--- config.mk ---
export PLATFORM = sky130hd
export DESIGN_NAME = trace_capture_fifo
export DESIGN_NICKNAME = d
export VERILOG_FILES = /design/src/rtl/trace_capture_fifo.sv
export SDC_FILE = /design/constraint.sdc
export NUM_CORES = 2
export LEC_CHECK = 0
export BUFFER_PORTS_ARGS = -buffer_cell sky130_fd_sc_hd__buf_2
export CORE_MARGIN = 10
export CORE_UTILIZATION = 50
export CTS_CLUSTER_SIZE = 30
export DETAILED_ROUTE_END_ITERATION = 16
export PLACE_DENSITY_LB_ADDON = 0.25
export SYNTH_ARGS = -nofsm -noshare
export SYNTH_HDL_FRONTEND = slang
export SYNTH_SLANG_ARGS = --single-unit
--- constraint.sdc ---
create_clock -name i_clock -period 15.9 [get_ports i_clock]
set_input_delay 1.59 -clock i_clock [delete_from_list [all_inputs] [get_ports i_clock]]
set_output_delay 1.59 -clock i_clock [all_outputs]
set_load 0.1 [all_outputs]
--- src/rtl/trace_capture_fifo.sv ---
// trace_capture_fifo
//   Commit-trace buffer between the CPU commit point and a logging/debug sink.
//   Each retired instruction presented on i_commitValid is stamped with a
//   free-running 32-bit cycle count and queued in a DEPTH-entry FIFO.
//   Records drain over a valid/ready port. The CPU is never back-pressured:
//   a record arriving while the FIFO is full (and nothing pops) is dropped.
//   Dropped records are counted in a saturating counter and latched in a
//   sticky overflow flag.
//
// Ports
//   i_clock, i_resetn      clock (rising edge), asynchronous active-low reset
//   i_clear                synchronous flush of FIFO and drop/overflow status
//   i_commitValid          commit record presented this cycle
//   i_PC, i_instr          committed PC / instruction word
//   i_rdAddr, i_result     destination register index / value written
//   o_trValid, i_trReady   head-record handshake towards the sink
//   o_trCycle .. o_trResult  head record (all zero while empty)
//   o_count                entries held, 0..DEPTH
//   o_dropCount            records dropped since reset/clear (saturating)
//   o_overflow             sticky: at least one record was dropped
module trace_capture_fifo #(
  parameter int DEPTH  = 16,
  parameter int DROP_W = 16
) (
  input  logic                       i_clock,
  input  logic                       i_resetn,
  input  logic                       i_clear,
  input  logic                       i_commitValid,
  input  logic [31:0]                i_PC,
  input  logic [31:0]                i_instr,
  input  logic [4:0]                 i_rdAddr,
  input  logic [31:0]                i_result,
  output logic                       o_trValid,
  input  logic                       i_trReady,
  output logic [31:0]                o_trCycle,
  output logic [31:0]                o_trPC,
  output logic [31:0]                o_trInstr,
  output logic [4:0]                 o_trRdAddr,
  output logic [31:0]                o_trResult,
  output logic [$clog2(DEPTH):0]     o_count,
  output logic [DROP_W-1:0]          o_dropCount,
  output logic                       o_overflow
);

  localparam int AW = $clog2(DEPTH);
  localparam logic [AW:0] PTR_ONE = (AW + 1)'(1);
  localparam logic [DROP_W-1:0] DROP_MAX = {DROP_W{1'b1}};

  function automatic logic [DROP_W-1:0] sat_inc(input logic [DROP_W-1:0] v);
    return (v == DROP_MAX) ? v : v + DROP_W'(1);
  endfunction

  // Record storage is data only: no reset, written only on an accepted push.
  logic [31:0] mem_cycle  [DEPTH];
  logic [31:0] mem_pc     [DEPTH];
  logic [31:0] mem_instr  [DEPTH];
  logic [4:0]  mem_rd     [DEPTH];
  logic [31:0] mem_result [DEPTH];

  // Pointers carry an extra wrap bit so full and empty are distinguishable.
  logic [AW:0]   wr_ptr;
  logic [AW:0]   rd_ptr;
  logic [31:0]   cycle_q;
  logic [DROP_W-1:0] drop_q;
  logic          ovf_q;

  logic empty;
  logic full;
  logic pop_req;
  logic pop;
  logic push;
  logic drop;

  assign empty = (wr_ptr == rd_ptr);
  assign full  = (wr_ptr[AW] != rd_ptr[AW]) && (wr_ptr[AW-1:0] == rd_ptr[AW-1:0]);

  // A pop frees a slot in the same cycle, so a full FIFO can still accept
  // a push when the sink takes the head. Clear overrides both.
  assign pop_req = !empty && i_trReady;
  assign pop     = pop_req && !i_clear;
  assign push    = i_commitValid && (!full || pop_req) && !i_clear;
  assign drop    = i_commitValid && full && !pop_req && !i_clear;

  always_ff @(posedge i_clock or negedge i_resetn) begin
    if (!i_resetn) begin
      cycle_q <= 32'd0;
    end else begin
      cycle_q <= cycle_q + 32'd1;
    end
  end

  always_ff @(posedge i_clock or negedge i_resetn) begin
    if (!i_resetn) begin
      wr_ptr <= '0;
      rd_ptr <= '0;
      drop_q <= '0;
      ovf_q  <= 1'b0;
    end else if (i_clear) begin
      wr_ptr <= '0;
      rd_ptr <= '0;
      drop_q <= '0;
      ovf_q  <= 1'b0;
    end else begin
      if (push) wr_ptr <= wr_ptr + PTR_ONE;
      if (pop)  rd_ptr <= rd_ptr + PTR_ONE;
      if (drop) begin
        drop_q <= sat_inc(drop_q);
        ovf_q  <= 1'b1;
      end
    end
  end

  // Stamp is the counter value of the push cycle (pre-increment).
  always_ff @(posedge i_clock) begin
    if (push) begin
      mem_cycle[wr_ptr[AW-1:0]]  <= cycle_q;
      mem_pc[wr_ptr[AW-1:0]]     <= i_PC;
      mem_instr[wr_ptr[AW-1:0]]  <= i_instr;
      mem_rd[wr_ptr[AW-1:0]]     <= i_rdAddr;
      mem_result[wr_ptr[AW-1:0]] <= i_result;
    end
  end

  // Head is read from registered pointers only, so a push becomes visible
  // one cycle later and never falls through combinationally.
  always_comb begin
    o_trValid  = !empty;
    o_trCycle  = 32'd0;
    o_trPC     = 32'd0;
    o_trInstr  = 32'd0;
    o_trRdAddr = 5'd0;
    o_trResult = 32'd0;
    if (!empty) begin
      o_trCycle  = mem_cycle[rd_ptr[AW-1:0]];
      o_trPC     = mem_pc[rd_ptr[AW-1:0]];
      o_trInstr  = mem_instr[rd_ptr[AW-1:0]];
      o_trRdAddr = mem_rd[rd_ptr[AW-1:0]];
      o_trResult = mem_result[rd_ptr[AW-1:0]];
    end
  end

  assign o_count     = wr_ptr - rd_ptr;
  assign o_dropCount = drop_q;
  assign o_overflow  = ovf_q;

endmodule

## Word level (Yosys, flattened, before mapping)

Memory sizes are Yosys's and may differ from the RTL's.
Cells that the tools add are included.

| storage, ports and cells | value |
|---|---|
| logic and storage cells | 53 |
| input bits | 106 |
| flip-flop bits (word level) | 59 |
| bits in latches | 0 |
| ROM bits | 0 |
| memories kept | 5 |
| memory bits (writable) | 2,128 |

| cells by class | value |
|---|---|
| reductions and logical operators | 17 |
| bitwise logic cells | 0 |
| $lt $le $gt $ge | 0 |
| add/subtract/negate cells | 5 |
| shift-type cells | 0 |
| multiplexer cells | 16 |
| equal/unequal tests | 5 |
| $mul | 0 |
| divide/modulo/power cells | 0 |

Memory list:

| memory | words | bits a word | rd ports | clocked after Yosys merged registers in | wr ports | line | text |
|---|---|---|---|---|---|---|---|
| mem_cycle | 16 | 32 | 1 | 0 | 1 | 54 | `logic [31:0] mem_cycle [DEPTH];` |
| mem_instr | 16 | 32 | 1 | 0 | 1 | 56 | `logic [31:0] mem_instr [DEPTH];` |
| mem_pc | 16 | 32 | 1 | 0 | 1 | 55 | `logic [31:0] mem_pc [DEPTH];` |
| mem_result | 16 | 32 | 1 | 0 | 1 | 58 | `logic [31:0] mem_result [DEPTH];` |
| mem_rd | 16 | 5 | 1 | 0 | 1 | 57 | `logic [4:0] mem_rd [DEPTH];` |

Operator list:

| operator | number |
|---|---|
| 2-to-1 mux 32 bit | 4 |
| 2-to-1 mux 16 bit | 3 |
| adder 32 x 1 -> 32 bit (second input constant) | 1 |
| 2-to-1 mux 5 bit | 5 |
| adder 16 x 1 -> 16 bit (second input constant) | 1 |
| equality test 16 bit (second input constant) | 1 |
| adder 5 x 1 -> 5 bit (second input constant) | 2 |
| logical AND 1 bit | 8 |
| nonzero test 2 bit | 3 |
| equality test 5 bit | 1 |
| subtractor 5 bit | 1 |
| equality test 4 bit | 1 |
| logical NOT 1 bit | 4 |
| 2-to-1 mux 1 bit | 4 |
| inequality test 2 bit (second input constant) | 1 |
| AND reduction 2 bit | 1 |
| logical OR 1 bit | 1 |
| inequality test 1 bit | 1 |

## Longest topological paths before layout

| logic depth | value |
|---|---|
| depth after elaboration | 8 |
| mapped depth | 12 |

## Worst setup path before layout

OpenSTA, ideal clock, no wires.

| path | value |
|---|---|
| path kind | register -> register |
| from | register rd_ptr[1] |
| to | memory mem_cycle[0][0], enable pin |
| required time | 15.111 ns |
| stages on the path, launching flop included | 11 |
| arrival | 11.382 ns |
| slack | 3.730 ns |
| period minus slack after synthesis | 12.170 ns |
| path buffers | 3 |
| cells stage by stage | dfrtp_1 > clkbuf_1 > buf_1 > clkbuf_1 > inv_1 > ha_1 > nand4_1 > o31a_1 > nor2b_1 > nand2_1 > nor3_1 |

| between the ends | value |
|---|---|
| cells in the longest elaborated chain, start to end | 8 |

Ends and longest elaborated chain:

| element | line | text |
|---|---|---|
| start, declared | 62 | `logic [AW:0] rd_ptr;` |
| start signal, assigned | 105 | `if (pop) rd_ptr <= rd_ptr + PTR_ONE;` |
| equality test 5 bit or equality test 4 bit (tied branches) | 74, 75 |  |
| logical NOT 1 bit or logical AND 1 bit (tied branches) | -- |  |
| logical AND 1 bit or logical NOT 1 bit (tied branches) | 79, 81 |  |
| logical OR 1 bit (*) | 81 | `assign push = i_commitValid && (!full \|\| pop_req) && !i_clear;` |
| logical AND 1 bit (*) (2 in a row) | 81 |  |
| 2-to-1 mux 1 bit (*) | 115 | `if (push) begin` |
| 2-to-1 mux 1 bit (implied by the code) (*) | 116 | `mem_cycle[wr_ptr[AW-1:0]] <= cycle_q;` |
| end, declared | 54 |  |

Mark *: on every way between the ends. The rest lies on a longest branch, timed or not.

## Worst setup path after layout

| path | value |
|---|---|
| from | register rd_ptr[0] |
| to | output o_trPC[6] |

| between the ends | value |
|---|---|
| cells in the longest elaborated chain, start to end | 2 |

Ends and longest elaborated chain:

| element | line | text |
|---|---|---|
| memory (16 x 32 bit) or equality test 5 bit (tied branches) | -- |  |
| 2-to-1 mux 32 bit (*) | 133 | `if (!empty) begin` |
| end, declared | 36 | `output logic [31:0] o_trPC,` |

Marks and branches as above.

==> metrics.md <==
| Metric | Value |
|---|---|
| Crit start category | `flip-flop` |
| Run status | `finished, final reports clean` |
| Clk Latency, worst-skew pair | `0.84 ns` |
| Reg clk slew, reported paths | `0.06 ns` |
| Routability cong. | `0.733` |
| Initial antenna violation count | `38` |
| Routed vias | `38.0k` |
| Core footprint | `165000 um2` |
| Sequential power share | `47.4%` |
| Post-route setup slack | `7.80 ns` |
| # fillers | `12.0k` |
| Avg Cell Area, Syn | `23.4 um2` |
| Rel. slew slack | `19.0%` |
| Hpwl dp | `91700 um` |
| Residual DRC | `0` |
| Leading cell type by number of instances after synthesis | `edfxtp_1` |
| Data arrival, critical path | `6.51 ns` |
| Yosys top cell area share | `76.8%` |
| Clock power share | `35.6%` |
| Worst-margin pin slew | `1.20 ns` |
| WP data required | `14.31 ns` |
| Final global-route overflow total | `0` |
| Delay-heaviest family, CP | `buffers and inverters` |
| Fmax | `123 MHz` |
| Post-Syn Area | `83200 um2` |
| Sum Neg Setup Slack | `0 ns` |
| Initial Utilization | `50.4%` |
| Post-CTS Resized | `0` |
| Syn Inst Count | `3549` |
| Chip width | `428 um` |
| WL final | `186000 um` |
| Nets | `4029` |
| Yosys warns | `0` |
| Critical path's slowest cell | `dfrtp_4` |
| Period utilisation layout | `50.9%` |
| Post-DRT Antenna Nets | `0` |
| Ranking of synthesized cells by area | `edfxtp_1 (77%), mux4_2 (14%), mux2i_1 (3.2%)` |
| Final hold violations | `0` |
| Switch Pwr | `3.77 mW` |
| CTS Root Cell | `clkbuf_16` |
| # rows | `149` |
| Worst vdd ir | `0.112 mV` |
| Post-layout util | `56.9%` |
| Minimum clock period | `8.10 ns` |
| Vias per cell | `6.04` |
| Top FF cell, synth | `edfxtp_1` |
| Largest stage delay, worst path | `0.96 ns` |
| Area grow syn2layout | `12.9%` |
| Top Ports | `262` |
| # hold bufs at CTS | `0` |
| Worst-path cell chain | `buf_4 > buf_4 > buf_4 > buf_4 > mux4_2 > mux2i_1 > o22ai_1 > buf_2` |
| GRT Util Overall | `20.2%` |
| H-tree depth | `4` |
| Pre-CTS setup slack | `8.38 ns` |
| WP buf/inv | `5` |
| First-pass GRT wire length | `274000 um` |
| Comb pwr share | `17.0%` |
| Clk sinks | `2187` |
| Synth top cells by count | `edfxtp_1 (2128), mux4_2 (532), mux2i_1 (266)` |
| Worst hold margin | `0.517 ns` |
| Largest net degree at the start of global routing | `158` |
| Unrepaired setup endpoints after global routing | `no` |
| Setup bufs post-CTS | `0` |
| Clk buf depth | `3` |
| Max FO, Critical Path | `48` |
| Die height | `428 um` |
| Net Count, Synth | `3667` |
| Drt pass-1 iters | `5` |
| Hold WC Path Type | `reg -> reg` |
| Power density cells | `143 nW/um2` |
| Synth area leader | `edfxtp_1` |
| DRT iter0 DRCs | `3770` |
| Crit end category | `output port` |
| EDFF count, synth | `2128` |
| Async SR Flop Fraction | `2.70%` |
| Sequential fraction of the synthesis area | `78.6%` |
| Max Slew Vio Count | `0` |
| Leakage | `31.4 nW` |
| Clock Skew | `0.0323 ns` |
| CTS buffer count | `211` |
| Setup CP Type | `reg -> out` |
| Yosys reg bits | `2187` |
| # setup viols final | `0` |
| Switching share of power | `28.0%` |
| Vias in the first global route | `39.3k` |
| Max cap viols | `0` |
| Power Internal | `9.68 mW` |
| Number of distinct library cells after synthesis | `40` |
| Tot Pwr | `13.5 mW` |
| Buffers on Ports | `261` |
| Most frequent cell on the critical path | `buf_4` |
| CTS tree | `done` |
| Die area | `183000 um2` |
| Layout cells sized above 1 | `29.0%` |
| WL per Instance | `29.7 um` |
worst register-to-register path, stage by stage (launching register included):
cell and delay [ns]:
dfrtp_1 0.46, inv_8 0.71, ha_1 0.45, nand4_1 0.11, o31a_1 0.29, nor2b_1 0.29, nand2_1 0.27, nor2_4 0.73
buf_4 0.78, buf_4 0.95
layout make-up:
type,count,area (um2),area share (%)
Clock inverter,107,913,0.972
Inverter,17,71.3,0.0759
Tap cell,2189,2740,2.92
Clock buffer,281,5760,6.13
Timing Repair Buffer,334,1960,2.08
Sequential cell,2187,65400,69.6
Multi-Input combinational cell,1160,17100,18.2
Antenna cell,12,30.0,0.0320
sequential cells by signal (all words and copies together) (netlist names):
name / flops
rd_ptr: 5
mem_result: 512
o_dropCount: 16
mem_pc: 512
o_overflow: 1
wr_ptr: 5
mem_rd: 80
mem_cycle: 512
cycle_q: 32
mem_instr: 512
power by group through the flow:
stage / logic [mW] / clock network [mW] / registers (mW)
6_report: 2.29 / 4.79 / 6.37
5_1_grt: 2.40 / 5.12 / 6.38
4_1_cts: 2.33 / 4.88 / 6.37
3_5_place_dp: 2.33 / 0 / 6.50
3_3_place_gp: 2.32 / 0 / 6.49
2_1_floorplan: 1.83 / 0 / 6.48
cells by family after synthesis:
group,Yosys count,synth area share (%)
compound gates,148,1.11
xor+xnor,54,0.569
fa+ha+maj,12,0.190
buf+inv,202,1.01
flops,2187,78.6
mux,799,17.6
simple gates,147,0.919
stage by stage:
| step | instance area [um2] | instances |
|---|---|---|
| final | 94000 | 6287 |
| after global placement | 87300 | 5887 |
| after CTS | 93900 | 6275 |
| after detailed placement | 87300 | 5887 |
| after floorplan | 83200 | 3549 |
| after global routing | 93900 | 6283 |
worst paths after layout:
check | from | endpoint | slack, ns | cells after the start
hold / removal | o_overflow$_DFFE_PN0P_ | o_overflow$_DFFE_PN0P_ | 0.52 | 2
max in group asynchronous | i_resetn | rd_ptr[0]$_DFFE_PN0P_ | 14.30 | 1
min in group asynchronous | i_resetn | cycle_q[0]$_DFF_PN0_ | 0.90 | 1
setup reg to reg | rd_ptr[2]$_DFFE_PN0P_ | mem_cycle[8][11]$_DFFE_PP_ | 10.42 | 9
setup / recovery | rd_ptr[0]$_DFFE_PN0P_ | o_trPC[6] | 7.80 | 8
hold reg to reg | o_overflow$_DFFE_PN0P_ | o_overflow$_DFFE_PN0P_ | 0.52 | 2
placed cells by master, fill, tap and decap left out, types with 34 or more instances in the layout:
master and instances:
nor2_1 34, buf_4 66, clkinv_1 48, clkbuf_16 214
dfrtp_1 57, clkbuf_1 52, edfxtp_1 2128, buf_2 260
xnor2_1 44, mux2i_1 266, mux4_2 532, o22ai_1 133
routing by layer:
layer,share of wire (%),up-vias,global-route usage (%)
met1,41,20700,27.3
met5,0.046,-,0
li1,-,15900,-
met3,5.6,305,3.66
met4,2.8,14,6.10
met2,50,1138,33.7
Note: power is estimated with default switching activity, not from simulation.
